===== config.mk =====
export PLATFORM = sky130hd
export DESIGN_NAME = data_mem_responder_flat
export DESIGN_NICKNAME = d
export VERILOG_FILES = /design/src/rtl/dmem_pkg.sv /design/src/rtl/data_mem_responder_if.sv /design/src/rtl/dmem_array.sv /design/src/rtl/data_mem_responder.sv /design/src/flat_wrapper.sv
export SDC_FILE = /design/constraint.sdc
export NUM_CORES = 2
export LEC_CHECK = 0
export ABC_AREA = 0
export CORE_ASPECT_RATIO = 0.7
export CORE_MARGIN = 1
export CORE_UTILIZATION = 57
export DETAILED_ROUTE_END_ITERATION = 8
export GPL_TIMING_DRIVEN = 1
export PLACE_DENSITY_LB_ADDON = 0.25
export REMOVE_ABC_BUFFERS = 1
export SYNTH_ARGS = -nofsm -noshare
export SYNTH_HDL_FRONTEND = slang
export SYNTH_SLANG_ARGS = --single-unit

===== constraint.sdc =====
create_clock -name clk -period 4.1 [get_ports clk]
set_input_delay 0.41 -clock clk [delete_from_list [all_inputs] [get_ports clk]]
set_output_delay 0.41 -clock clk [all_outputs]
set_load 0.05 [all_outputs]

===== src/rtl/dmem_pkg.sv =====
// Shared definitions for the data-memory responder.
//   state_e    : FSM state encoding (IDLE=0, WAIT=1, RESP=2)
//   CNT_W      : width of the read wait-state counter
//   RD_LAT_MAX : largest wait-state count the counter can hold
//   MMIO_ADDR  : all-ones address (sliced down to ADDR_W by users) that selects
//                the MMIO register when DMEM_MMIO_EN is defined
package dmem_pkg;

  typedef enum logic [1:0] {
    ST_IDLE = 2'd0,
    ST_WAIT = 2'd1,
    ST_RESP = 2'd2
  } state_e;

  localparam int CNT_W      = 4;
  localparam int RD_LAT_MAX = (1 << CNT_W) - 1;

  localparam logic [31:0] MMIO_ADDR = '1;

endpackage


===== src/rtl/data_mem_responder_if.sv =====
// Request/response bus between the datapath (master) and the data-memory
// responder (slave).
//   req, we, addr, wdata : master -> slave, held stable until ack
//   rdata, ack, busy     : slave -> master
interface data_mem_responder_if #(
  parameter int DATA_W = 8,
  parameter int ADDR_W = 8
);
  logic              req;
  logic              we;
  logic [ADDR_W-1:0] addr;
  logic [DATA_W-1:0] wdata;
  logic [DATA_W-1:0] rdata;
  logic              ack;
  logic              busy;

  modport master (output req, we, addr, wdata, input rdata, ack, busy);
  modport slave  (input req, we, addr, wdata, output rdata, ack, busy);
endinterface


===== src/rtl/dmem_array.sv =====
// DEPTH x DATA_W storage: synchronous write, registered read, no reset
// (contents survive a responder reset).
//   clk   : rising-edge clock
//   we    : write enable for waddr/wdata
//   waddr : write index
//   wdata : write data
//   raddr : read index, captured every edge
//   rdata : registered read data (mem[raddr] as of the last edge)
module dmem_array #(
  parameter int DATA_W = 8,
  parameter int DEPTH  = 256,
  parameter int IDX_W  = 8
) (
  input  logic              clk,
  input  logic              we,
  input  logic [IDX_W-1:0]  waddr,
  input  logic [DATA_W-1:0] wdata,
  input  logic [IDX_W-1:0]  raddr,
  output logic [DATA_W-1:0] rdata
);

  logic [DATA_W-1:0] mem [DEPTH];
  logic [DATA_W-1:0] rdata_q;

  always_ff @(posedge clk) begin
    if (we) mem[waddr] <= wdata;
    rdata_q <= mem[raddr];
  end

  assign rdata = rdata_q;

endmodule


===== src/rtl/data_mem_responder.sv =====
// Data-memory responder: byte-wide storage behind a req/ack handshake with a
// programmable number of read wait states.
//   clk      : rising-edge clock
//   rst      : asynchronous active-low reset
//   bus      : slave side of data_mem_responder_if (req/we/addr/wdata in,
//              rdata/ack/busy out)
//   mmio_out : MMIO output register
// Optional feature macro: DMEM_MMIO_EN -- the all-ones address becomes an MMIO
// register instead of array storage. Undefined: mmio_out is tied to 0.
module data_mem_responder
  import dmem_pkg::*;
#(
  parameter int DATA_W = 8,
  parameter int ADDR_W = 8,
  parameter int DEPTH  = 256,
  parameter int RD_LAT = 2
) (
  input  logic              clk,
  input  logic              rst,
  data_mem_responder_if.slave bus,
  output logic [DATA_W-1:0] mmio_out
);

  localparam int IDX_W = (DEPTH > 1) ? $clog2(DEPTH) : 1;
  localparam logic [ADDR_W:0] DEPTH_L = (ADDR_W+1)'(DEPTH);

  if (RD_LAT < 0 || RD_LAT > RD_LAT_MAX) begin : g_rd_lat_chk
    $error("data_mem_responder: RD_LAT=%0d outside 0..%0d", RD_LAT, RD_LAT_MAX);
  end

  state_e            state_q, state_d;
  logic [CNT_W-1:0]  cnt_q, cnt_d;
  logic [ADDR_W-1:0] addr_q, addr_d;
  logic              we_q, we_d;
  logic [DATA_W-1:0] rdata_q, rdata_d;
  logic              ack_q, ack_d;
  logic              busy_q, busy_d;

  logic              accept;
  logic              in_rng_now, in_rng_q;
  logic              mmio_now, mmio_q_sel;
  logic              arr_we;
  logic [IDX_W-1:0]  arr_raddr;
  logic [DATA_W-1:0] arr_rdata;
  logic [DATA_W-1:0] load_val;

  assign in_rng_now = ({1'b0, bus.addr} < DEPTH_L);
  assign in_rng_q   = ({1'b0, addr_q}   < DEPTH_L);

`ifdef DMEM_MMIO_EN
  localparam logic [ADDR_W-1:0] MMIO_A = MMIO_ADDR[ADDR_W-1:0];
  logic [DATA_W-1:0] mmio_q, mmio_d;

  assign mmio_now   = (bus.addr == MMIO_A);
  assign mmio_q_sel = (addr_q == MMIO_A);

  always_comb begin
    mmio_d = mmio_q;
    if (accept && bus.we && mmio_now) mmio_d = bus.wdata;
  end

  always_ff @(posedge clk or negedge rst) begin
    if (!rst) mmio_q <= '0;
    else      mmio_q <= mmio_d;
  end

  assign mmio_out = mmio_q;
  assign load_val = mmio_q_sel ? mmio_q : (in_rng_q ? arr_rdata : '0);
`else
  assign mmio_now   = 1'b0;
  assign mmio_q_sel = 1'b0;
  assign mmio_out   = '0;
  assign load_val   = in_rng_q ? arr_rdata : '0;
`endif

  // Out-of-range and MMIO stores never touch the array.
  assign arr_we = accept && bus.we && in_rng_now && !mmio_now;

  // The array samples the live address on the accept edge and the latched
  // address afterwards, so its output is valid by RESP even when RD_LAT=0.
  assign arr_raddr = (state_q == ST_IDLE) ? bus.addr[IDX_W-1:0] : addr_q[IDX_W-1:0];

  dmem_array #(
    .DATA_W (DATA_W),
    .DEPTH  (DEPTH),
    .IDX_W  (IDX_W)
  ) u_array (
    .clk   (clk),
    .we    (arr_we),
    .waddr (bus.addr[IDX_W-1:0]),
    .wdata (bus.wdata),
    .raddr (arr_raddr),
    .rdata (arr_rdata)
  );

  // Loads always pass through WAIT (even with RD_LAT=0) so that load latency
  // is uniformly RD_LAT+2. ack/rdata are registered on the edge leaving RESP;
  // the ack cycle is therefore an IDLE cycle, and req is next sampled on the
  // edge that ends it.
  always_comb begin
    state_d = state_q;
    cnt_d   = cnt_q;
    addr_d  = addr_q;
    we_d    = we_q;
    rdata_d = rdata_q;
    ack_d   = 1'b0;
    busy_d  = busy_q;
    accept  = 1'b0;
    case (state_q)
      ST_IDLE: begin
        busy_d = 1'b0;
        if (bus.req) begin
          accept = 1'b1;
          busy_d = 1'b1;
          addr_d = bus.addr;
          we_d   = bus.we;
          if (bus.we) begin
            state_d = ST_RESP;
          end else begin
            cnt_d   = CNT_W'(RD_LAT);
            state_d = ST_WAIT;
          end
        end
      end
      ST_WAIT: begin
        if (cnt_q == '0) state_d = ST_RESP;
        else             cnt_d   = cnt_q - 1'b1;
      end
      ST_RESP: begin
        ack_d   = 1'b1;
        state_d = ST_IDLE;
        if (!we_q) rdata_d = load_val;
      end
      default: state_d = ST_IDLE;
    endcase
  end

  always_ff @(posedge clk or negedge rst) begin
    if (!rst) begin
      state_q <= ST_IDLE;
      cnt_q   <= '0;
      addr_q  <= '0;
      we_q    <= 1'b0;
      rdata_q <= '0;
      ack_q   <= 1'b0;
      busy_q  <= 1'b0;
    end else begin
      state_q <= state_d;
      cnt_q   <= cnt_d;
      addr_q  <= addr_d;
      we_q    <= we_d;
      rdata_q <= rdata_d;
      ack_q   <= ack_d;
      busy_q  <= busy_d;
    end
  end

  assign bus.rdata = rdata_q;
  assign bus.ack   = ack_q;
  assign bus.busy  = busy_q;

endmodule

===== src/flat_wrapper.sv =====
// flat-port wrapper written by rule: the top's interface ports become plain ports
module data_mem_responder_flat import dmem_pkg::*;
#(
  parameter int DATA_W = 8,
  parameter int ADDR_W = 8,
  parameter int DEPTH  = 256,
  parameter int RD_LAT = 2
)
  (clk, rst, mmio_out, bus_req, bus_we, bus_addr, bus_wdata, bus_rdata, bus_ack, bus_busy);
  data_mem_responder_if #(.DATA_W(DATA_W), .ADDR_W(ADDR_W)) bus_i ();
  input  logic clk;
  input  logic rst;
  output logic [DATA_W-1:0] mmio_out;
  input wire logic [$bits(bus_i.req)-1:0] bus_req;
  input wire logic [$bits(bus_i.we)-1:0] bus_we;
  input wire logic [$bits(bus_i.addr)-1:0] bus_addr;
  input wire logic [$bits(bus_i.wdata)-1:0] bus_wdata;
  output wire logic [$bits(bus_i.rdata)-1:0] bus_rdata;
  output wire logic [$bits(bus_i.ack)-1:0] bus_ack;
  output wire logic [$bits(bus_i.busy)-1:0] bus_busy;
  assign bus_i.req = bus_req;
  assign bus_i.we = bus_we;
  assign bus_i.addr = bus_addr;
  assign bus_i.wdata = bus_wdata;
  assign bus_rdata = bus_i.rdata;
  assign bus_ack = bus_i.ack;
  assign bus_busy = bus_i.busy;
  data_mem_responder #(.DATA_W(DATA_W), .ADDR_W(ADDR_W), .DEPTH(DEPTH), .RD_LAT(RD_LAT)) u_core (.clk(clk), .rst(rst), .bus(bus_i), .mmio_out(mmio_out));
endmodule

### Word-level counts from Yosys, hierarchy flattened

Memories as Yosys holds them, arrays and structs flattened. A register that Yosys moved wholly into a read port is not among the register bits.
Index checks and enable logic that the tools add are counted.
W data, S select, Z words.

* register bits: 25
* output and inout port bits: 18
* RAM bits: 2048
* word-level logic and storage cells: 38
* input bits: 20
* memories kept: 1

* bitwise operators: 1
* mux-type cells: 14
* reduce and logical (&&, ||, !) cells: 8
* equal/unequal tests: 6
* add/subtract/negate cells: 1

Memory list
* u_core.u_array.mem: words 256, width 8, read ports 1, clocked after Yosys merged registers in 1, write ports 1, RTL line dmem_array.sv:22 `logic [DATA_W-1:0] mem [DEPTH];`

Operator list (number)
* $mux W4: 3
* $mux W8: 1
* $pmux W4 S2: 1
* $mux W2: 3
* $ne A2 B2 Y1 const B: 3
* $reduce_and A2 Y1: 3
* $mux W1: 5
* $logic_not A4 Y1: 1
* $pmux W2 S2: 1
* $reduce_and A4 Y1: 1
* $sub A4 B1 Y4 const B: 1
* $eq A2 B1 Y1 const B: 1
* $eq A2 B2 Y1 const B: 1
* $logic_not A2 Y1: 1
* $ne A2 B1 Y1 const B: 1
* $reduce_bool A2 Y1: 1
* $logic_and A1 B1 Y1: 1
* $not A1 Y1: 1

### Depth between registers and ports, before layout

* word-level depth: 5
* depth in mapped cells: 15
* mapped depth without buffers: 9

### Cells and area by module

Synthesis repeated with hierarchy kept, for this count alone.

* cells, all modules: 3825
* area total of the unflattened synthesis: 80790.0 um^2

Modules (own cells, without submodules)
* dmem_array: instances 1, cells each 3733, seq. area each 61659.1 um^2, area each 79556.3 um^2
* data_mem_responder: instances 1, cells each 92, seq. area each 625.6 um^2, area each 1233.7 um^2

### Least setup slack after synthesis

OpenSTA, ideal clock, no wires.

* path kind: reg-to-reg
* start point: register u_core.state_q[0]
* end point: memory u_core.u_array.mem[63][0] (enable)
* data required time: 3730 ps
* stages on the path, launching flop included: 11
* path buffers: 4
* setup slack: 1151 ps
* library setup time: 370 ps
* data arrival time: 2579 ps
* period minus slack after synthesis: 2949 ps
* cells stage by stage: dfrtp_1 -> buf_2 -> nor2_2 -> buf_2 -> and2_1 -> buf_2 -> nand2_1 -> nor3_1 -> nand3_1 -> clkbuf_1 -> nor2_1

* longest elaborated chain between the ends: 5

Ends and longest elaborated chain
* start, declared: RTL line data_mem_responder.sv:31 `state_e state_q, state_d;`
* start signal, assigned: RTL line data_mem_responder.sv:148 `state_q <= state_d;`
* $logic_not A2 Y1: RTL line data_mem_responder.sv:109 `case (state_q)`
* $mux W1: RTL line data_mem_responder.sv:109
* $logic_and A1 B1 Y1: RTL line data_mem_responder.sv:77 `assign arr_we = accept && bus.we && in_rng_now && !mmio_now;`
* $mux W1: RTL line dmem_array.sv:26 `if (we) mem[waddr] <= wdata;`
* $mux W1 (implied by the code): RTL line dmem_array.sv:26
* end, declared: RTL line dmem_array.sv:22

No other way between the ends.

### Final worst setup path

* start point: register u_core.state_q[0]
* end point: register u_core.u_array.rdata_q[1], in the netlist u_core.u_array.rdata[1], read port of u_core.u_array.mem

* longest elaborated chain between the ends: 2

Ends and longest elaborated chain
* $logic_not A2 Y1: RTL line data_mem_responder.sv:81 `assign arr_raddr = (state_q == ST_IDLE) ? bus.addr[IDX_W-1:0] : addr_q[IDX_W-1:0];`
* $mux W8: RTL line data_mem_responder.sv:81
* end, declared: RTL line dmem_array.sv:23 `logic [DATA_W-1:0] rdata_q;`

No other way between the ends.
A chain may end at the register's enable or synchronous reset.

==> impl_metrics.prom <==
# TYPE chip_impl_metric gauge
chip_impl_info{name="outcome",value="finished, violations left"} 1
chip_impl_info{name="violated_checks",value="negative setup slack"} 1
chip_impl_metric{name="die_wd",unit="um"} 453
chip_impl_metric{name="count_of_flip_flops_with_a_built_in_enable_after_synthesis",unit=""} 2048
chip_impl_metric{name="drc",unit=""} 0
chip_impl_metric{name="worstRegToRegCells",unit=""} 12
chip_impl_metric{name="number_of_h_tree_levels",unit=""} 4
chip_impl_metric{name="detailedRoute.firstIterationViolations",unit=""} 8980
chip_impl_metric{name="sequential_cell_area",unit="um^2"} 62300
chip_impl_info{name="cts_root_buffer",value="sky130_fd_sc_hd__clkbuf_16"} 1
chip_impl_metric{name="achievable-frequency",unit="MHz"} 244
chip_impl_metric{name="syn_to_final_growth",unit="%"} 14.4
chip_impl_metric{name="timing.final.ws_setup",unit="ps"} -0.0284
chip_impl_metric{name="floorplan.die.height",unit="um"} 318
chip_impl_metric{name="clkSlewWorstSetupHoldPaths",unit="ps"} 60
chip_impl_metric{name="timing.clock.skew",unit="ps"} 31.8
chip_impl_info{name="unrepaired_setup_endpoints_after_global_routing",value="false"} 1
chip_impl_metric{name="io_pins",unit=""} 38
chip_impl_metric{name="numCtsBuffers",unit=""} 184
chip_impl_metric{name="filler_cell_count",unit=""} 9521
chip_impl_metric{name="hold_path_depth",unit=""} 1
chip_impl_metric{name="antenna_found_initial",unit=""} 8
chip_impl_metric{name="internal-power",unit="mW"} 39.5
chip_impl_metric{name="ys_ff_latch",unit=""} 2081
chip_impl_metric{name="cp_max_fo",unit=""} 21
chip_impl_metric{name="layoutNonFillerInstCount",unit=""} 7846
chip_impl_metric{name="worst_rel_slew_slack",unit="%"} 29.3
chip_impl_metric{name="final.period_utilization",unit="%"} 100
chip_impl_metric{name="grt_pass1_vias",unit=""} 47700
chip_impl_metric{name="grtUsageTotal",unit="%"} 32.1
chip_impl_info{name="cp-end-kind",value="flop"} 1
chip_impl_metric{name="min_period",unit="ps"} 4100
chip_impl_metric{name="switching_share",unit="%"} 34.9
chip_impl_metric{name="drt-wirelength-per-cell",unit="um"} 29.5
chip_impl_metric{name="placement.cell_area",unit="um^2"} 87200
chip_impl_metric{name="seqPwrFrac",unit="%"} 39.2
chip_impl_metric{name="vdd_ir_drop_max",unit="V"} 0.000606
chip_impl_metric{name="synth_area",unit="um^2"} 81200
chip_impl_metric{name="buffer_ports.inserted",unit=""} 29
chip_impl_metric{name="dp.cells",unit=""} 7510
chip_impl_metric{name="final_area",unit="um^2"} 92900
chip_impl_metric{name="clock_sink_total",unit=""} 2081
chip_impl_metric{name="power.combinational.fraction",unit="%"} 33.0
chip_impl_info{name="hold_class",value="input pin to flop"} 1
chip_impl_metric{name="starting_utilization_of_the_core_area",unit="%"} 57.6
chip_impl_metric{name="hpwl",unit="mm"} 145
chip_impl_metric{name="vias_per_cell",unit=""} 6.55
chip_impl_metric{name="post-place-ws",unit="ps"} -724
chip_impl_metric{name="largest_net_degree_at_the_start_of_global_routing",unit=""} 121
chip_impl_metric{name="clkPwrFrac",unit="%"} 27.7
chip_impl_metric{name="finalHoldViolations",unit=""} 0
chip_impl_metric{name="timing.max_cap.violations",unit=""} 0
chip_impl_metric{name="core-area",unit="um^2"} 141000
chip_impl_metric{name="overflow",unit=""} 0
chip_impl_metric{name="row_count",unit=""} 115
chip_impl_metric{name="route.vias.total",unit=""} 51400
chip_impl_info{name="dominantRegCellSynth",value="sky130_fd_sc_hd__edfxtp_1"} 1
chip_impl_metric{name="cts_max_path_buffers",unit=""} 3
chip_impl_info{name="type_of_origin_of_the_critical_path",value="flop"} 1
chip_impl_metric{name="synth_warnings",unit=""} 0
chip_impl_metric{name="p_switching",unit="mW"} 21.2
chip_impl_metric{name="syn_area_per_cell",unit="um^2"} 15.0
chip_impl_metric{name="slew_viol_final",unit=""} 0
chip_impl_metric{name="share_of_synthesized_area_occupied_by_flip_flops_and_latches",unit="%"} 76.7
chip_impl_metric{name="final-setup-viol-count",unit=""} 1
chip_impl_metric{name="netlist-cell-type-count",unit=""} 62
chip_impl_metric{name="power.static_leakage",unit="nW"} 31.2
chip_impl_metric{name="postSynthCellCount",unit=""} 5421
chip_impl_metric{name="crit_required",unit="ps"} 4810
chip_impl_metric{name="number_of_detailed_route_iterations_in_the_first_pass",unit=""} 8
chip_impl_info{name="criticalPathCategory",value="flop to flop"} 1
chip_impl_metric{name="synth_async_sr_flop_share",unit="%"} 1.20
chip_impl_metric{name="timing_worst_slew_pin_value",unit="ps"} 1060
chip_impl_info{name="cts_tree",value="done"} 1
chip_impl_metric{name="power.density_cell_area",unit="nW/um^2"} 653
chip_impl_metric{name="wl",unit="mm"} 232
chip_impl_metric{name="grt_pass1_wl",unit="mm"} 333
chip_impl_metric{name="finalWeightedCongestion",unit=""} 0.929
chip_impl_metric{name="postRouteAntennaNets",unit=""} 0
chip_impl_metric{name="multiInputGateArea",unit="um^2"} 17500
chip_impl_metric{name="dieArea",unit="um^2"} 144000
chip_impl_metric{name="layout-drive-gt1-share",unit="%"} 15.6
chip_impl_metric{name="num-nets-final",unit=""} 5846
chip_impl_metric{name="clock_insertion_delay_worst_skew",unit="ps"} 830
chip_impl_metric{name="critPathArrivalTime",unit="ps"} 4810
==> kinds of logic (layout without fill, tap and decap cells) <==
family / Yosys count / in the layout / synth area share (%)
flip-flops: 2081 / 2081 / 76.7
AO/OA/AOI/OAI: 784 / 784 / 6.16
AND/OR/NAND/NOR: 1860 / 1860 / 9.46
XOR/XNOR: 1 / 1 / 0.0108
multiplexers: 335 / 335 / 5.57
other: 1 / 10 / 0.00462
buffers and inverters: 358 / 902 / 2.08
adder cells (fa/ha/maj): 1 / 1 / 0.0154
==> power groups by stage <==
stage,Sequential [mW],Clock (mW),Combinational (mW)
2_1_floorplan,24.3,0,10.0
3_3_place_gp,24.2,0,19.1
3_5_place_dp,24.2,0,19.3
4_1_cts,23.8,16.9,19.5
5_1_grt,23.8,17.7,20.9
6_report,23.8,16.8,20.0
==> per-stage QoR <==
step           TNS [ps]  utilization (%)  power [mW]  hold WS [ps]
2_1_floorplan    -69590                -        34.3           114
3_3_place_gp      -1350             61.9        43.3           464
3_5_place_dp      -1020             61.9        43.6           452
4_1_cts               0             65.9        60.2           167
5_1_grt               0             66.0        62.4           208
6_report        -0.0284             66.0        60.7           186
==> layout make-up <==
class / instances / area share, %
clock inverter: 102 / 0.882
antenna: 2 / 0.00539
timing repair buffer: 563 / 5.46
inverter: 6 / 0.0242
multi-input combinational: 2989 / 18.8
sequential: 2081 / 67.0
clock buffer: 231 / 5.25
tap: 1872 / 2.52
==> flip-flops by register name, indices dropped and copies added (netlist names) <==
register              cells
u_core.addr_q             8
u_core.bus.ack            1
u_core.bus.busy           1
u_core.bus.rdata          8
u_core.cnt_q              4
u_core.state_q            2
u_core.u_array.mem     2048
u_core.u_array.rdata      8
u_core.we_q               1
==> cells in the final DEF (no fill, tap or decap), types with 17 or more instances in the layout <==
master | synthesis | layout
sky130_fd_sc_hd__buf_12 | 0 | 59
sky130_fd_sc_hd__buf_4 | 33 | 474
sky130_fd_sc_hd__a22oi_1 | 41 | 41
sky130_fd_sc_hd__nor4_1 | 61 | 57
sky130_fd_sc_hd__nor3_1 | 17 | 17
sky130_fd_sc_hd__a222oi_1 | 17 | 17
sky130_fd_sc_hd__clkinv_1 | 0 | 48
sky130_fd_sc_hd__nor2_1 | 286 | 285
sky130_fd_sc_hd__a31oi_1 | 121 | 119
sky130_fd_sc_hd__mux2i_1 | 231 | 230
sky130_fd_sc_hd__edfxtp_1 | 2048 | 2048
sky130_fd_sc_hd__nand3_1 | 221 | 215
sky130_fd_sc_hd__o21ai_0 | 28 | 27
sky130_fd_sc_hd__clkbuf_16 | 0 | 187
sky130_fd_sc_hd__a21oi_1 | 311 | 309
sky130_fd_sc_hd__clkinv_2 | 0 | 25
sky130_fd_sc_hd__clkdlybuf4s50_1 | 0 | 21
sky130_fd_sc_hd__nand2_1 | 1187 | 1175
sky130_fd_sc_hd__a32oi_1 | 91 | 91
sky130_fd_sc_hd__mux4_2 | 92 | 92
sky130_fd_sc_hd__a211oi_1 | 36 | 34
sky130_fd_sc_hd__o22ai_1 | 80 | 80
sky130_fd_sc_hd__nand4_1 | 46 | 46
sky130_fd_sc_hd__dfrtp_1 | 25 | 25
sky130_fd_sc_hd__clkbuf_1 | 182 | 41
==> layer usage <==
layer / track usage, % / routed length (um)
met3: 9.60 / 36000
met1: 50.4 / 92200
met5: 0 / 82
met2: 43.2 / 96800
met4: 9.15 / 6630
==> repair_timing <==
item / CTS / global route
resized for setup: 1 / 5
endpoints found under the hold margin: 25 / 0
hold buffers: 1 / 0
cloned: 0 / 0
setup endpoints to repair: 1 / 4
buffers inserted: 0 / 0
==> cells in the mapped netlist (36+ instances only) <==
cell	n	area [um^2]
sky130_fd_sc_hd__nor4_1	61	382
sky130_fd_sc_hd__nand4_1	46	288
sky130_fd_sc_hd__nand3_1	221	1110
sky130_fd_sc_hd__a21oi_1	311	1560
sky130_fd_sc_hd__clkbuf_1	182	683
sky130_fd_sc_hd__a211oi_1	36	270
sky130_fd_sc_hd__o22ai_1	80	500
sky130_fd_sc_hd__buf_2	111	556
sky130_fd_sc_hd__nor2_1	286	1070
sky130_fd_sc_hd__edfxtp_1	2048	61500
sky130_fd_sc_hd__a31oi_1	121	757
sky130_fd_sc_hd__a32oi_1	91	797
sky130_fd_sc_hd__nand2_1	1187	4460
sky130_fd_sc_hd__mux2i_1	231	2310
sky130_fd_sc_hd__a22oi_1	41	308
sky130_fd_sc_hd__mux4_2	92	2070
==> worst paths after layout <==
path	start	to	slack, ps
min in group asynchronous	rst	u_core.cnt_q[1]$_DFFE_PN0P_	490
worst min-delay path	bus_wdata[6]	u_core.u_array.mem[178][6]$_DFFE_PP_	190
worst min register to register	u_core.u_array.rdata[5]$_DFF_P_	u_core.bus.rdata[5]$_DFFE_PN0P_	480
worst max register to register	u_core.state_q[0]$_DFFE_PN0P_	u_core.u_array.rdata[1]$_DFF_P_	-0.03
max in group asynchronous	rst	u_core.bus.rdata[7]$_DFFE_PN0P_	3310
worst max-delay path	u_core.state_q[0]$_DFFE_PN0P_	u_core.u_array.rdata[1]$_DFF_P_	-0.03
==> worst max-delay path: stages, from the launching register on <==
cell,delay [ps]
sky130_fd_sc_hd__dfrtp_1,610
sky130_fd_sc_hd__or3b_2,610
sky130_fd_sc_hd__nand2_4,120
sky130_fd_sc_hd__buf_12,190
sky130_fd_sc_hd__buf_12,210
sky130_fd_sc_hd__buf_4,290
sky130_fd_sc_hd__mux2i_1,220
sky130_fd_sc_hd__o22ai_1,80
sky130_fd_sc_hd__o21ai_0,500
sky130_fd_sc_hd__nand4_1,310
sky130_fd_sc_hd__nor4_4,470
sky130_fd_sc_hd__buf_4,240
sky130_fd_sc_hd__nor4_1,50
Power figures use the tool's default switching activity.
